`src/rtl/mul_ctrl_pkg.sv`:
```
// mul_ctrl_pkg: shared funct3 codes, controller state encoding and default operand width
package mul_ctrl_pkg;
    localparam int XLEN_DEF = 32;
    localparam logic [2:0] F3_MUL    = 3'b000;
    localparam logic [2:0] F3_MULH   = 3'b001;
    localparam logic [2:0] F3_MULHSU = 3'b010;
    localparam logic [2:0] F3_MULHU  = 3'b011;
    typedef enum logic [1:0] {IDLE, BUSY, DONE} state_e;
endpackage

```
`src/rtl/mul_ctrl_if.sv`:
```
// mul_ctrl_if: request/response link between mul_ctrl and the iterative multiplier
//   req   - multiplier request (master -> slave)
//   a, b  - unsigned operand magnitudes, stable while req is high
//   ready - one-cycle product-valid strobe (slave -> master)
//   prod  - 2*XLEN unsigned product, valid with ready
interface mul_ctrl_if import mul_ctrl_pkg::*; #(parameter int XLEN = XLEN_DEF);
    logic              req;
    logic [XLEN-1:0]   a;
    logic [XLEN-1:0]   b;
    logic              ready;
    logic [2*XLEN-1:0] prod;
    modport master (output req, a, b, input ready, prod);
    modport slave  (input req, a, b, output ready, prod);
endinterface

```
`src/rtl/mul_ctrl_sign_fix.sv`:
```
// mul_sign_fix: operand magnitude conversion and product sign restoration
//   funct3_i        - RV32M funct3 selecting operand signedness and result half
//   rs1_i, rs2_i    - raw operands
//   neg_i, prod_i   - latched negate flag and unsigned product from the multiplier
//   mag_a_o/mag_b_o - operand magnitudes (abs of 0x80..0 stays 0x80..0)
//   neg_o           - result must be negated; forced low when either operand is zero
//   hi_o            - select the high half of the product
//   prod_o          - signed-corrected product
module mul_sign_fix import mul_ctrl_pkg::*; #(
    parameter int XLEN = XLEN_DEF
) (
    input  logic [2:0]        funct3_i,
    input  logic [XLEN-1:0]   rs1_i,
    input  logic [XLEN-1:0]   rs2_i,
    input  logic              neg_i,
    input  logic [2*XLEN-1:0] prod_i,
    output logic [XLEN-1:0]   mag_a_o,
    output logic [XLEN-1:0]   mag_b_o,
    output logic              neg_o,
    output logic              hi_o,
    output logic [2*XLEN-1:0] prod_o
);
    logic n1, n2;
    always_comb begin
        n1      = (funct3_i != F3_MULHU) & rs1_i[XLEN-1];
        n2      = (funct3_i == F3_MUL || funct3_i == F3_MULH) & rs2_i[XLEN-1];
        mag_a_o = n1 ? -rs1_i : rs1_i;
        mag_b_o = n2 ? -rs2_i : rs2_i;
        neg_o   = (n1 ^ n2) & (|rs1_i) & (|rs2_i);
        hi_o    = funct3_i != F3_MUL;
        prod_o  = neg_i ? -prod_i : prod_i;
    end
endmodule

```
`src/rtl/mul_ctrl.sv`:
```
// mul_ctrl: RV32M MUL/MULH/MULHSU/MULHU issue and sequencing controller
//   clk_i, rst_i           - clock, asynchronous active-high reset
//   valid_i, flush_i       - M-op present in execute / pipeline flush
//   funct3_i, rs1_i, rs2_i - operation and operands; rd_i destination register
//   stall_o                - hold pipeline while accepting or busy
//   done_o, err_o          - one-cycle result pulse / timeout pulse (with done_o)
//   rd_o, result_o         - latched destination and final result
//   mul                    - multiplier link (master side)
// Optional MUL_CTRL_FASTPATH_EN: a zero operand skips the multiplier entirely.
module mul_ctrl import mul_ctrl_pkg::*; #(
    parameter int XLEN        = XLEN_DEF,
    parameter int TIMEOUT_CYC = 64
) (
    input  logic            clk_i,
    input  logic            rst_i,
    input  logic            valid_i,
    input  logic            flush_i,
    input  logic [2:0]      funct3_i,
    input  logic [XLEN-1:0] rs1_i,
    input  logic [XLEN-1:0] rs2_i,
    input  logic [4:0]      rd_i,
    output logic            stall_o,
    output logic            done_o,
    output logic            err_o,
    output logic [4:0]      rd_o,
    output logic [XLEN-1:0] result_o,
    mul_ctrl_if.master      mul
);
    localparam int CW = $clog2(TIMEOUT_CYC) + 1;
    state_e            state_q, state_d;
    logic [CW-1:0]     cnt_q, cnt_d;
    logic [XLEN-1:0]   a_q, a_d, b_q, b_d, res_q, res_d;
    logic [4:0]        rd_q, rd_d;
    logic              hi_q, hi_d, neg_q, neg_d, err_q, err_d;
    logic [XLEN-1:0]   mag_a, mag_b;
    logic              neg, hi, accept;
    logic [2*XLEN-1:0] prod_fix;
`ifdef MUL_CTRL_FASTPATH_EN
    logic              zero_op;
    assign zero_op = ~|rs1_i | ~|rs2_i;
`endif

    mul_sign_fix #(.XLEN(XLEN)) u_sign_fix (
        .funct3_i (funct3_i),
        .rs1_i    (rs1_i),
        .rs2_i    (rs2_i),
        .neg_i    (neg_q),
        .prod_i   (mul.prod),
        .mag_a_o  (mag_a),
        .mag_b_o  (mag_b),
        .neg_o    (neg),
        .hi_o     (hi),
        .prod_o   (prod_fix)
    );

    assign accept   = valid_i & ~flush_i & ~funct3_i[2];
    assign done_o   = state_q == DONE;
    assign err_o    = done_o & err_q;
    assign rd_o     = rd_q;
    assign result_o = res_q;
    assign mul.req  = state_q == BUSY;
    assign mul.a    = a_q;
    assign mul.b    = b_q;

    always_ff @(posedge clk_i or posedge rst_i) begin
        if (rst_i) begin
            state_q <= IDLE;
            cnt_q   <= '0;
            a_q     <= '0;
            b_q     <= '0;
            res_q   <= '0;
            rd_q    <= '0;
            hi_q    <= 1'b0;
            neg_q   <= 1'b0;
            err_q   <= 1'b0;
        end else begin
            state_q <= state_d;
            cnt_q   <= cnt_d;
            a_q     <= a_d;
            b_q     <= b_d;
            res_q   <= res_d;
            rd_q    <= rd_d;
            hi_q    <= hi_d;
            neg_q   <= neg_d;
            err_q   <= err_d;
        end
    end

    always_comb begin
        state_d = state_q;
        cnt_d   = cnt_q;
        a_d     = a_q;
        b_d     = b_q;
        res_d   = res_q;
        rd_d    = rd_q;
        hi_d    = hi_q;
        neg_d   = neg_q;
        err_d   = err_q;
        stall_o = 1'b0;
        case (state_q)
            IDLE: if (accept) begin
                stall_o = 1'b1;
                state_d = BUSY;
                cnt_d   = '0;
                a_d     = mag_a;
                b_d     = mag_b;
                rd_d    = rd_i;
                hi_d    = hi;
                neg_d   = neg;
                err_d   = 1'b0;
`ifdef MUL_CTRL_FASTPATH_EN
                if (zero_op) begin
                    state_d = DONE;
                    res_d   = '0;
                end
`endif
            end
            BUSY: begin
                stall_o = 1'b1;
                cnt_d   = cnt_q + CW'(1);
                // flush beats ready, ready beats timeout on the same cycle
                if (flush_i) state_d = IDLE;
                else if (mul.ready) begin
                    res_d   = hi_q ? prod_fix[2*XLEN-1:XLEN] : prod_fix[XLEN-1:0];
                    state_d = DONE;
                end else if (cnt_q == CW'(TIMEOUT_CYC - 1)) begin
                    res_d   = '0;
                    err_d   = 1'b1;
                    state_d = DONE;
                end
            end
            DONE: state_d = IDLE;
            default: state_d = IDLE;
        endcase
    end
endmodule

```
`src/flat_wrapper.sv`:
```
// flat-port wrapper written by rule: the top's interface ports become plain ports
module mul_ctrl_flat import mul_ctrl_pkg::*;
#(
    parameter int XLEN        = XLEN_DEF,
    parameter int TIMEOUT_CYC = 64
)
  (clk_i, rst_i, valid_i, flush_i, funct3_i, rs1_i, rs2_i, rd_i, stall_o, done_o, err_o, rd_o, result_o, mul_req, mul_a, mul_b, mul_ready, mul_prod);
  mul_ctrl_if #(.XLEN(XLEN)) mul_i ();
  input  logic clk_i;
  input  logic rst_i;
  input  logic valid_i;
  input  logic flush_i;
  input  logic [2:0] funct3_i;
  input  logic [XLEN-1:0] rs1_i;
  input  logic [XLEN-1:0] rs2_i;
  input  logic [4:0] rd_i;
  output logic stall_o;
  output logic done_o;
  output logic err_o;
  output logic [4:0] rd_o;
  output logic [XLEN-1:0] result_o;
  output wire logic [$bits(mul_i.req)-1:0] mul_req;
  output wire logic [$bits(mul_i.a)-1:0] mul_a;
  output wire logic [$bits(mul_i.b)-1:0] mul_b;
  input wire logic [$bits(mul_i.ready)-1:0] mul_ready;
  input wire logic [$bits(mul_i.prod)-1:0] mul_prod;
  assign mul_req = mul_i.req;
  assign mul_a = mul_i.a;
  assign mul_b = mul_i.b;
  assign mul_i.ready = mul_ready;
  assign mul_i.prod = mul_prod;
  mul_ctrl #(.XLEN(XLEN), .TIMEOUT_CYC(TIMEOUT_CYC)) u_core (.clk_i(clk_i), .rst_i(rst_i), .valid_i(valid_i), .flush_i(flush_i), .funct3_i(funct3_i), .rs1_i(rs1_i), .rs2_i(rs2_i), .rd_i(rd_i), .stall_o(stall_o), .done_o(done_o), .err_o(err_o), .rd_o(rd_o), .result_o(result_o), .mul(mul_i));
endmodule
```
`config.mk`:
```
export PLATFORM = sky130hd
export DESIGN_NAME = mul_ctrl_flat
export DESIGN_NICKNAME = d
export VERILOG_FILES = /design/src/rtl/mul_ctrl_pkg.sv /design/src/rtl/mul_ctrl_if.sv /design/src/rtl/mul_ctrl_sign_fix.sv /design/src/rtl/mul_ctrl.sv /design/src/flat_wrapper.sv
export SDC_FILE = /design/constraint.sdc
export NUM_CORES = 1
export LEC_CHECK = 0
export BUFFER_PORTS_ARGS = -buffer_cell sky130_fd_sc_hd__clkbuf_2
export CAP_MARGIN = 40
export CORE_MARGIN = 3
export CORE_UTILIZATION = 52
export DETAILED_ROUTE_END_ITERATION = 16
export GPL_TIMING_DRIVEN = 0
export PLACE_DENSITY_LB_ADDON = 0.15
export SLEW_MARGIN = 20
export SYNTH_ARGS = -nofsm -noshare
export SYNTH_HDL_FRONTEND = slang
export SYNTH_SLANG_ARGS = --single-unit
export TNS_END_PERCENT = 50
```
`constraint.sdc`:
```
create_clock -name clk_i -period 4.2 [get_ports clk_i]
set_input_delay 0.63 -clock clk_i [delete_from_list [all_inputs] [get_ports clk_i]]
set_output_delay 0.63 -clock clk_i [all_outputs]
set_load 0.005 [all_outputs]
```
==> flow_results.org, run 1 <==
** Pwr
- In this run the static leakage power is between 4 and 5 nW.
- PwrDens :: between 400 and 500 mW/mm²
- IR analysis of the VDD net gives a maximum drop of between 0.0002 and 0.0003 V.

** Layout
- Share of cells above drive strength 1 :: between 20% and 30%
- 0 antenna diodes ended up in the layout.
- Net count of the finished layout :: roughly 1,300
- Area delta synth->final :: 27.9%
- Leaving out filler cells and counting taps, the final layout contains ~1,300.
- Once layout is done, the placed cells without fillers occupy around 0.0096 mm².

** Die
- For this design the top-level I/O count stands at around 250.
- The region available for standard cell placement spans ~0.014 mm².
- Y dimension of the die :: 126 µm
- Die extent in x :: 126 µm
- The die covers between 0.015 and 0.02 mm².
- Initial core utilization :: roughly 54%
- The floorplan has 43 rows.

** Clocking
- The clock tree synthesis step divided the H-tree into 4 levels.
- TritonCTS built the clock tree.
- Clock-pin slew on the worst setup and hold paths :: approximately 0.06 ns
- Post-CTS setup buffers :: 0
- The clock passes through at most 2 buffers.
- In this run, CTS created clock tree buffers numbering 17.
- CTS saw ~110 sinks.
- Post-CTS repair changed the size of 0 cells.
- Buffer cell driving the clock tree root :: sky130_fd_sc_hd__clkbuf_16
- After clock tree synthesis, the flow added hold-fix buffers numbering 0.
- Insertion delay of the later-clocked pin in the worst-skew pair :: about 0.42 ns

** STA
- Setup violations remaining at the end of the flow were counted as 0.
- Unrepaired setup endpoints after global routing :: no
- Summed over all failing endpoints, the final setup total negative slack is 0 ns.
- Derived from the worst setup path, the maximum achievable clock frequency is roughly 350 MHz.
- The total count of hold-check failures in the final report is 0.
- The final number of max-transition violations is 0.
- Measured against its own limit, the worst slew margin works out to 48.5%.
- Worst Clk Skew :: between 0.005 and 0.006 ns
- Period minus WS final :: around 2.9 ns
- Slew at the pin closest to its max-slew limit :: between 0.7 and 0.8 ns
- Min Hold Slack :: 0.274 ns
- In the finished design, the share of the clock period the worst path needs comes to between 60% and 70%.

** Worst setup path
- Terminus of the critical flop-to-flop path :: u_core.result_o[5]
- Crit path cell chain :: clkbuf_2 -> or4_1 -> or3_1 -> or4_4 -> nor3_1 -> mux2_2 -> a32o_1
- Crit Path Class :: in2reg
- Worst-case register-to-register setup slack :: around 1.7 ns
- The number of buffers and inverters on the critical path is 1.
- The worst setup path is launched from a primary input.
- WP data arrival :: 3.16 ns
- Worst setup EP type :: flip-flop
- In this design, the largest share of critical-path delay is due to simple AND/OR/NAND/NOR gates.
- Measured in cells, the most critical reg-to-reg path has a length of 7.
- The critical path crosses 7 cells after its start point.
- Highest-delay cell along the critical path :: sky130_fd_sc_hd__or4_4
- Highest fanout seen on the critical path :: 4
- Reg2Reg Launch Point :: u_core.neg_q
- Worst setup startpoint :: mul_prod[8]
- Data on the critical path is required at its endpoint by 4.50 ns.
- CP max stage delay :: approximately 0.60 ns

** Global routing
- Global routing consumed, on the met2 layer, roughly half of the routing resources.
- Number of global-route vias before repair :: just under 8,000
- Final global-route overflow total :: 0
- The first global-routing pass estimated between 40,000 and 50,000 µm of wire.
- M3 GR Usage :: around 9%
- Met1 track utilization from global routing :: around two fifths
- The initial antenna violation count was 0.
- Gr usage total :: approximately a third
- Maximum number of pins on one net before global-route repair :: 60
- Busiest grt layer :: met2

** Synthesis
- Counting flops with a built-in enable in the synthesized netlist gives 0.
- Among all flip-flop cells after synthesis, the most frequent one is sky130_fd_sc_hd__dfrtp_1.
- Portion of the post-synthesis area used by sequential elements :: 37.7%
- Post-synth ARST share :: 100%
- Gate count of the mapped netlist :: about 870
- Each instance of the synthesized netlist takes up on average 8.59 µm².
- Post-synthesis instance area :: around 0.0075 mm²
- Warnings from Yosys :: 0
- Number of different library cells in the post-synthesis netlist :: 64
- Number of storage elements in the synthesis netlist :: 113
- Nets in the synthesized netlist :: around 1,000

** Drt
- The first routing iteration left 712 violations.
- The routed design has roughly 26,000 µm of wire.
- Number of vias per cell :: between 6 and 7
- The routed layout has between 8,000 and 9,000 vias.
- # DRC :: 0
- The count of nets left with antenna violations once routing finished came out at 0.
- The first detailed-routing pass ran for 5 iterations.
- Dividing the detail-routed wire length by the instance count gives between 15 and 20 µm.

** Placed design
- The count of buffers added on input and output ports is about 250.
- HPWL after detailed placement :: roughly 19,000 µm
- Including well taps, the total number of placed cells is 1,299.
- Gpl congestion :: 0.964
- Summing all placed instances gives a cell area of 0.00899 mm².

** Run status
- The flow ran to the end, and the final reports show no timing, DRC or antenna violations.

** Hold path
- Class of the tightest hold or removal check :: in2async

** Run
- Number of violations of the max-capacitance limit :: 0
[cell families after synthesis]
kind of cell    synth area share (%)
xor+xnor                        12.0
fa+ha+maj                      0.667
simple gates                    22.0
buf+inv                         3.17
compound gates                  22.1
mux                             2.27
flops                           37.7
[flip-flops by register name, summed over array words and instances (netlist names)]
signal,flops
u_core.mul.a,32
u_core.mul.b,32
u_core.result_o,32
u_core.cnt_q,7
u_core.rd_o,5
u_core.state_q,2
u_core.err_q,1
u_core.hi_q,1
u_core.neg_q,1
[routing by layer]
metal,part of all wire [%],vias up,wire length [µm]
li1,-,3765,-
met1,40,3881,10200
met5,0,-,0
met2,47,462,12000
met4,3.1,0,789
met3,11,64,2700
[synthesized netlist by cell type (all sizes together) (6+ instances only)]
master	n	area share [%]
nor2	48	2.4
or2	8	0.67
nor3	31	2.3
dfrtp	113	38
a31oi	8	0.67
a21oi	26	1.7
inv	16	0.80
nand2b	10	0.83
a22oi	17	1.7
buf	6	0.42
o21ai	113	7.5
nand4	10	1.0
or4	21	2.2
nor4	22	2.0
o31ai	33	3.6
clkbuf	39	2.0
nand2	117	5.9
mux2i	8	1.1
xor2	54	6.3
mux2	8	1.2
nand3	14	0.93
xnor2	49	5.7
o41ai	16	2.2
or3	21	1.8
[stage by stage]
stage / setup slack (ns) / utilization [%] / total power [mW]
6_report: 1.34 / 68.6 / 4.25
5_1_grt: 1.14 / 68.6 / 4.48
3_5_place_dp: 0.972 / 64.2 / 2.75
2_1_floorplan: 0.583 / - / 2.14
3_3_place_gp: -0.953 / 64.0 / 2.72
4_1_cts: 1.39 / 68.6 / 4.25
[area by class of cell]
class | count | area, µm²
Tap cell | 180 | 225
Inverter | 16 | 65.1
Sequential cell | 113 | 2830
Timing Repair Buffer | 246 | 1250
Clock buffer | 23 | 478
Fill cell | 1217 | 4390
Clock inverter | 9 | 130
Buffer | 45 | 178
Multi-Input combinational cell | 699 | 4440
[cell usage in the layout, fill, tap and decap left out, types with 26 or more instances in the layout]
cell,instances
sky130_fd_sc_hd__nor3_1,29
sky130_fd_sc_hd__nor2_1,48
sky130_fd_sc_hd__clkbuf_1,42
sky130_fd_sc_hd__xor2_1,54
sky130_fd_sc_hd__o31ai_1,29
sky130_fd_sc_hd__clkbuf_2,245
sky130_fd_sc_hd__xnor2_1,49
sky130_fd_sc_hd__a21oi_1,26
sky130_fd_sc_hd__dfrtp_1,113
sky130_fd_sc_hd__nand2_1,117
sky130_fd_sc_hd__o21ai_0,104
[where the power goes]
part	switching (mW)	leakage, nW	internal (mW)
sequential	0.171	1.42	1.37
clock	0.524	0.297	0.978
combinational	0.664	2.53	0.545
total	1.36	4.25	2.89
[worst max path at each step]
stage	endpoint	slack, ns
after floorplan	u_core.cnt_q[0]	0.58
after detailed placement	u_core.result_o[28]	0.97
after global routing	u_core.result_o[14]	1.14
after CTS	u_core.result_o[28]	1.39
final	u_core.result_o[28]	1.34
after global placement	u_core.mul.a[16]	-0.95
Power figures use the tool's default switching activity.
==> inputs of run 2 (changes only) <==
ABC_AREA = 1   (was default)
CORE_UTILIZATION = 54   (was 52)
clock period = 2.9 ns   (was 4.2 ns; I/O delays follow)
==> run 2 against run 1 <==
  * Die area rose by 12%
  * Wire length rose by 33%
  * Power rose by 50%
  * Combinational power rose by 66%
  * Sequential share of layout area fell by 3.6 points
  * Largest power group unchanged
==> flow_results.org, run 2 <==
** Synthesis
- The cell area that synthesis handed to floorplanning was just under 0.009 mm².
- Counting every net in the synthesized netlist gives between 1,500 and 2,000.
- Mean area per synthesized cell :: 6.19 µm²
- Number of different library cells in the post-synthesis netlist :: 40
- Synth top cells by count :: 460 x sky130_fd_sc_hd__nand2_1, 197 x sky130_fd_sc_hd__nand3_1, 186 x sky130_fd_sc_hd__nor2_1
- Gate count of the mapped netlist :: approximately 1,400
- Most area-consuming cells after synthesis :: sky130_fd_sc_hd__dfrtp_1 32%, sky130_fd_sc_hd__nand2_1 20%, sky130_fd_sc_hd__nand3_1 11%, sky130_fd_sc_hd__nor2_1 8.0%, sky130_fd_sc_hd__inv_1 5.9%
- Synthesis inferred between 100 and 150 register bits.
- By area, the combinational part of the netlist is dominated by simple AND/OR/NAND/NOR gates.
- After synthesis, the share of flip-flops with an asynchronous set or reset is 100%.
- Synthesized-area fraction occupied by and/or/nand/nor cells :: between 40% and 50%
- Number of synthesized flops with an enable pin :: 0
- Share of the synthesized area in compound gates (AO/OA/AOI/OAI) :: between 8 and 9%
- Of the synthesized area, sequential elements account for about a third.
- For this run, the leading register cell type out of synthesis is sky130_fd_sc_hd__dfrtp_1.
- Among all cell types in the netlist, the one instantiated most often is sky130_fd_sc_hd__nand2_1.
- For this run, the number of Yosys warnings is 0.
- The portion of synthesized area spent on multiplexers is 0%.
- Dominant cell type by area after synthesis :: sky130_fd_sc_hd__dfrtp_1
- Post-synthesis adder-cell area fraction :: less than 1%
- Post-synthesis xor/xnor area fraction :: about 2.9%
- The share of synthesized area in the top cell type comes to about a third.

** STA
- Setup repair after global routing left no endpoint under its margin.
- Between clock sinks in the finished design, the worst skew comes to 0.00792 ns.
- Min Hold Slack :: just over 0.09 ns
- Slew at the pin closest to its max-slew limit :: 0.737 ns
- Headroom to the max-slew limit :: 50.9%
- For the final routed database, the setup TNS stands at 0 ns.
- Setup violations remaining at the end of the flow were counted as 0.
- The total count of hold-check failures in the final report is 0.
- Counting I/O delays and the setup requirement, the final critical path takes 2.27 ns.
- Share of the clock period used by the worst path :: just under 80%
- Max Freq :: between 400 and 500 MHz
- The final number of max-transition violations was 0.

** Clocking
- The cell sitting at the root of the clock tree is a sky130_fd_sc_hd__clkbuf_16.
- The later pin in the worst-skew pair is clocked with a latency of around 0.42 ns.
- CTS saw between 100 and 150 sinks.
- Post-CTS setup buffers :: 0
- Clock Tree Buf Depth :: 2
- After clock tree synthesis, the clock-pin slew on the worst setup and hold paths is 0.06 ns.
- Buffers inserted to repair hold after CTS numbered 0.
- TritonCTS built the clock tree.
- Cts bufs inserted :: 17
- After clock tree synthesis, the repair step resized 0 gates.
- The H-tree was split into 4 levels.

** Layout
- Post-route insts no fill :: 1,907
- FF/Latch Area :: 0.00283 mm²
- The finished cells cover ~0.011 mm².
- Most common library cell in the layout ignoring fill and taps :: sky130_fd_sc_hd__nand2_1
- From synthesis to final layout, the design area changed by 24.7%.
- Core Util, Final :: 70.3%
- Area used by multi-input combinational logic :: between 0.005 and 0.006 mm²
- The layout has between 1,000 and 1,500 filler cells.
- Top library cells by usage in the layout, fill and taps aside :: 460 x sky130_fd_sc_hd__nand2_1, 245 x sky130_fd_sc_hd__clkbuf_2, 197 x sky130_fd_sc_hd__nand3_1
- Share of cells above drive strength 1 :: around a fifth
- 0 antenna diodes ended up in the layout.
- Net count of the finished layout :: between 1,500 and 2,000

** Worst setup path
- Critical Path RT :: approximately 2.5 ns
- The worst setup path is launched from a flip-flop.
- The number of buffers and inverters on the critical path is 4.
- On the worst path, the slowest cell contributes a delay of 0.41 ns.
- Traced cell by cell, the critical path runs through nor2_1 -> and3_1 -> buf_2 -> inv_2 -> buf_4 -> nand2_2 -> clkbuf_2.
- STA classifies the critical path endpoint as a primary output.
- Grouping stages by cell kind, the critical path spends the most delay in buffers and inverters.
- At the worst endpoint, the arrival time is about 1.8 ns.
- The critical path runs through a total of 7 cells.
- The number of cells on the worst reg-to-reg path is 5.
- Highest fanout seen on the critical path :: 10
- Highest-delay cell along the critical path :: sky130_fd_sc_hd__dfrtp_1
- Crit Path Class :: reg2out

** Drt
- Number of vias per cell :: between 5 and 6
- Routed via count :: 10,900
- In the routed design, unresolved DRC markers number 0.
- The count of nets left with antenna violations once routing finished came out at 0.
- Total Routed Length :: between 30,000 and 40,000 µm
- First-pass detailed-route iteration total :: 8
- Dividing the detail-routed wire length by the instance count gives between 15 and 20 µm.
- In this run, the number of DRC markers left after iteration 0 of detailed routing was 1,093.

** Global routing
- First-pass GRT wire length :: about 53,000 µm
- In the global route stage, overall resource usage came out at ~37%.
- The total overflow left after global routing is 0.
- The number of global-route vias before repair was a little over 10,000.
- Maximum number of pins on one net before global-route repair :: 35
- Antenna violations before repair :: 0

** Pwr
- In this run switching power makes up a little over a third of total power.
- Switch Pwr :: between 2 and 2.5 mW
- PwrDens :: between 500 and 600 mW/mm²
- Static leakage :: between 5 and 6 nW
- Across the VDD grid, the largest voltage drop is roughly 0.00045 V.
- Of the total power, the clock network draws around a third.
- Logic pwr share :: roughly a third
- Sequential cells account for between 30% and 40% of the total power.
- Design internal power :: between 4 and 5 mW

** Run status
- The run finished with clean final reports.

** Die
- From bottom edge to top edge, the die measures 133 µm.
- Full die area :: around 0.018 mm²
- Die extent in x :: ~130 µm
- Initial core utilization :: between 50% and 60%
- Pin placement for this block handled roughly 250 I/O pins.
- Floorplan row count :: 45
- The core region is approximately 0.016 mm².

** Placed design
- Number of I/O port buffers :: roughly 250
- Post-Place Cells :: around 1,900
- Summing all placed instances gives a cell area of around 0.010 mm².
- Detailed placement ended at an HPWL of about 27,000 µm.
- At the end of routability-driven placement, the weighted congestion stood at 1.03.

** Run
- Number of violations of the max-capacitance limit :: 0

** Hold path
- In this run the worst hold path is classified as in2async.
run 2: cell types whose count changed after synthesis, sizes merged, moves of 25 or more:
cell,previous run,this run
buf,6,32
inv,16,145
xnor2,49,0
nor2,48,200
o31ai,33,1
xor2,54,29
nand2,117,473
nand3,14,199
clkbuf,39,13
run 2: final cells by class:
class / count / share of cell area (%)
plain buffers: 45 / 2.22
clock buffers: 20 / 4.09
clock inverters: 12 / 1.47
inverters: 148 / 5.14
multi-input cells: 1110 / 47.0
flip-flops and latches: 113 / 25.9
well taps: 211 / 2.42
repair buffers: 248 / 11.8
run 2: final timing paths:
path	endpoint	start	slack [ns]
min in group clk_i	u_core.rd_o[1]	rd_i[1]	0.21
worst min register to register	u_core.rd_o[1]	u_core.rd_o[1]	0.47
worst min-delay path	u_core.result_o[10]	rst_i	0.09
max in group asynchronous	u_core.mul.a[17]	rst_i	1.79
worst max register to register	u_core.result_o[0]	u_core.hi_q	0.90
worst max-delay path	stall_o	u_core.state_q[1]	0.63
run 2: routing by layer:
metal | global-route usage (%) | part of all wire (%) | vias to the layer above
li1 | - | - | 5111
met1 | 43.7 | 36 | 4950
met2 | 64.0 | 47 | 733
met3 | 9.14 | 11 | 136
met4 | 19.5 | 6.1 | 0
met5 | 0 | 0 | -
run 2: power groups by stage:
stage	combinational (mW)	clock, mW	sequential (mW)
floorplan	1.04	0	2.22
global placement	1.92	0	2.19
detailed placement	1.97	0	2.21
CTS	1.99	2.18	2.19
global route	2.22	2.25	2.25
finish	2.01	2.18	2.20
run 2: kinds of logic (layout without fill, tap and decap cells):
group | Yosys count | in the layout
AND/OR/NAND/NOR | 933 | 933
buffers and inverters | 193 | 473
AO/OA/AOI/OAI | 144 | 144
flip-flops | 113 | 113
XOR/XNOR | 29 | 29
adder cells (fa/ha/maj) | 4 | 4
run 2: stage by stage:
| stage | power (mW) | setup WS (ns) |
|---|---|---|
| 4_1_cts | 6.37 | 0.633 |
| 5_1_grt | 6.72 | 0.549 |
| 2_1_floorplan | 3.26 | 1.09 |
| 3_3_place_gp | 4.11 | 0.376 |
| 3_5_place_dp | 4.18 | 0.647 |
| 6_report | 6.39 | 0.629 |
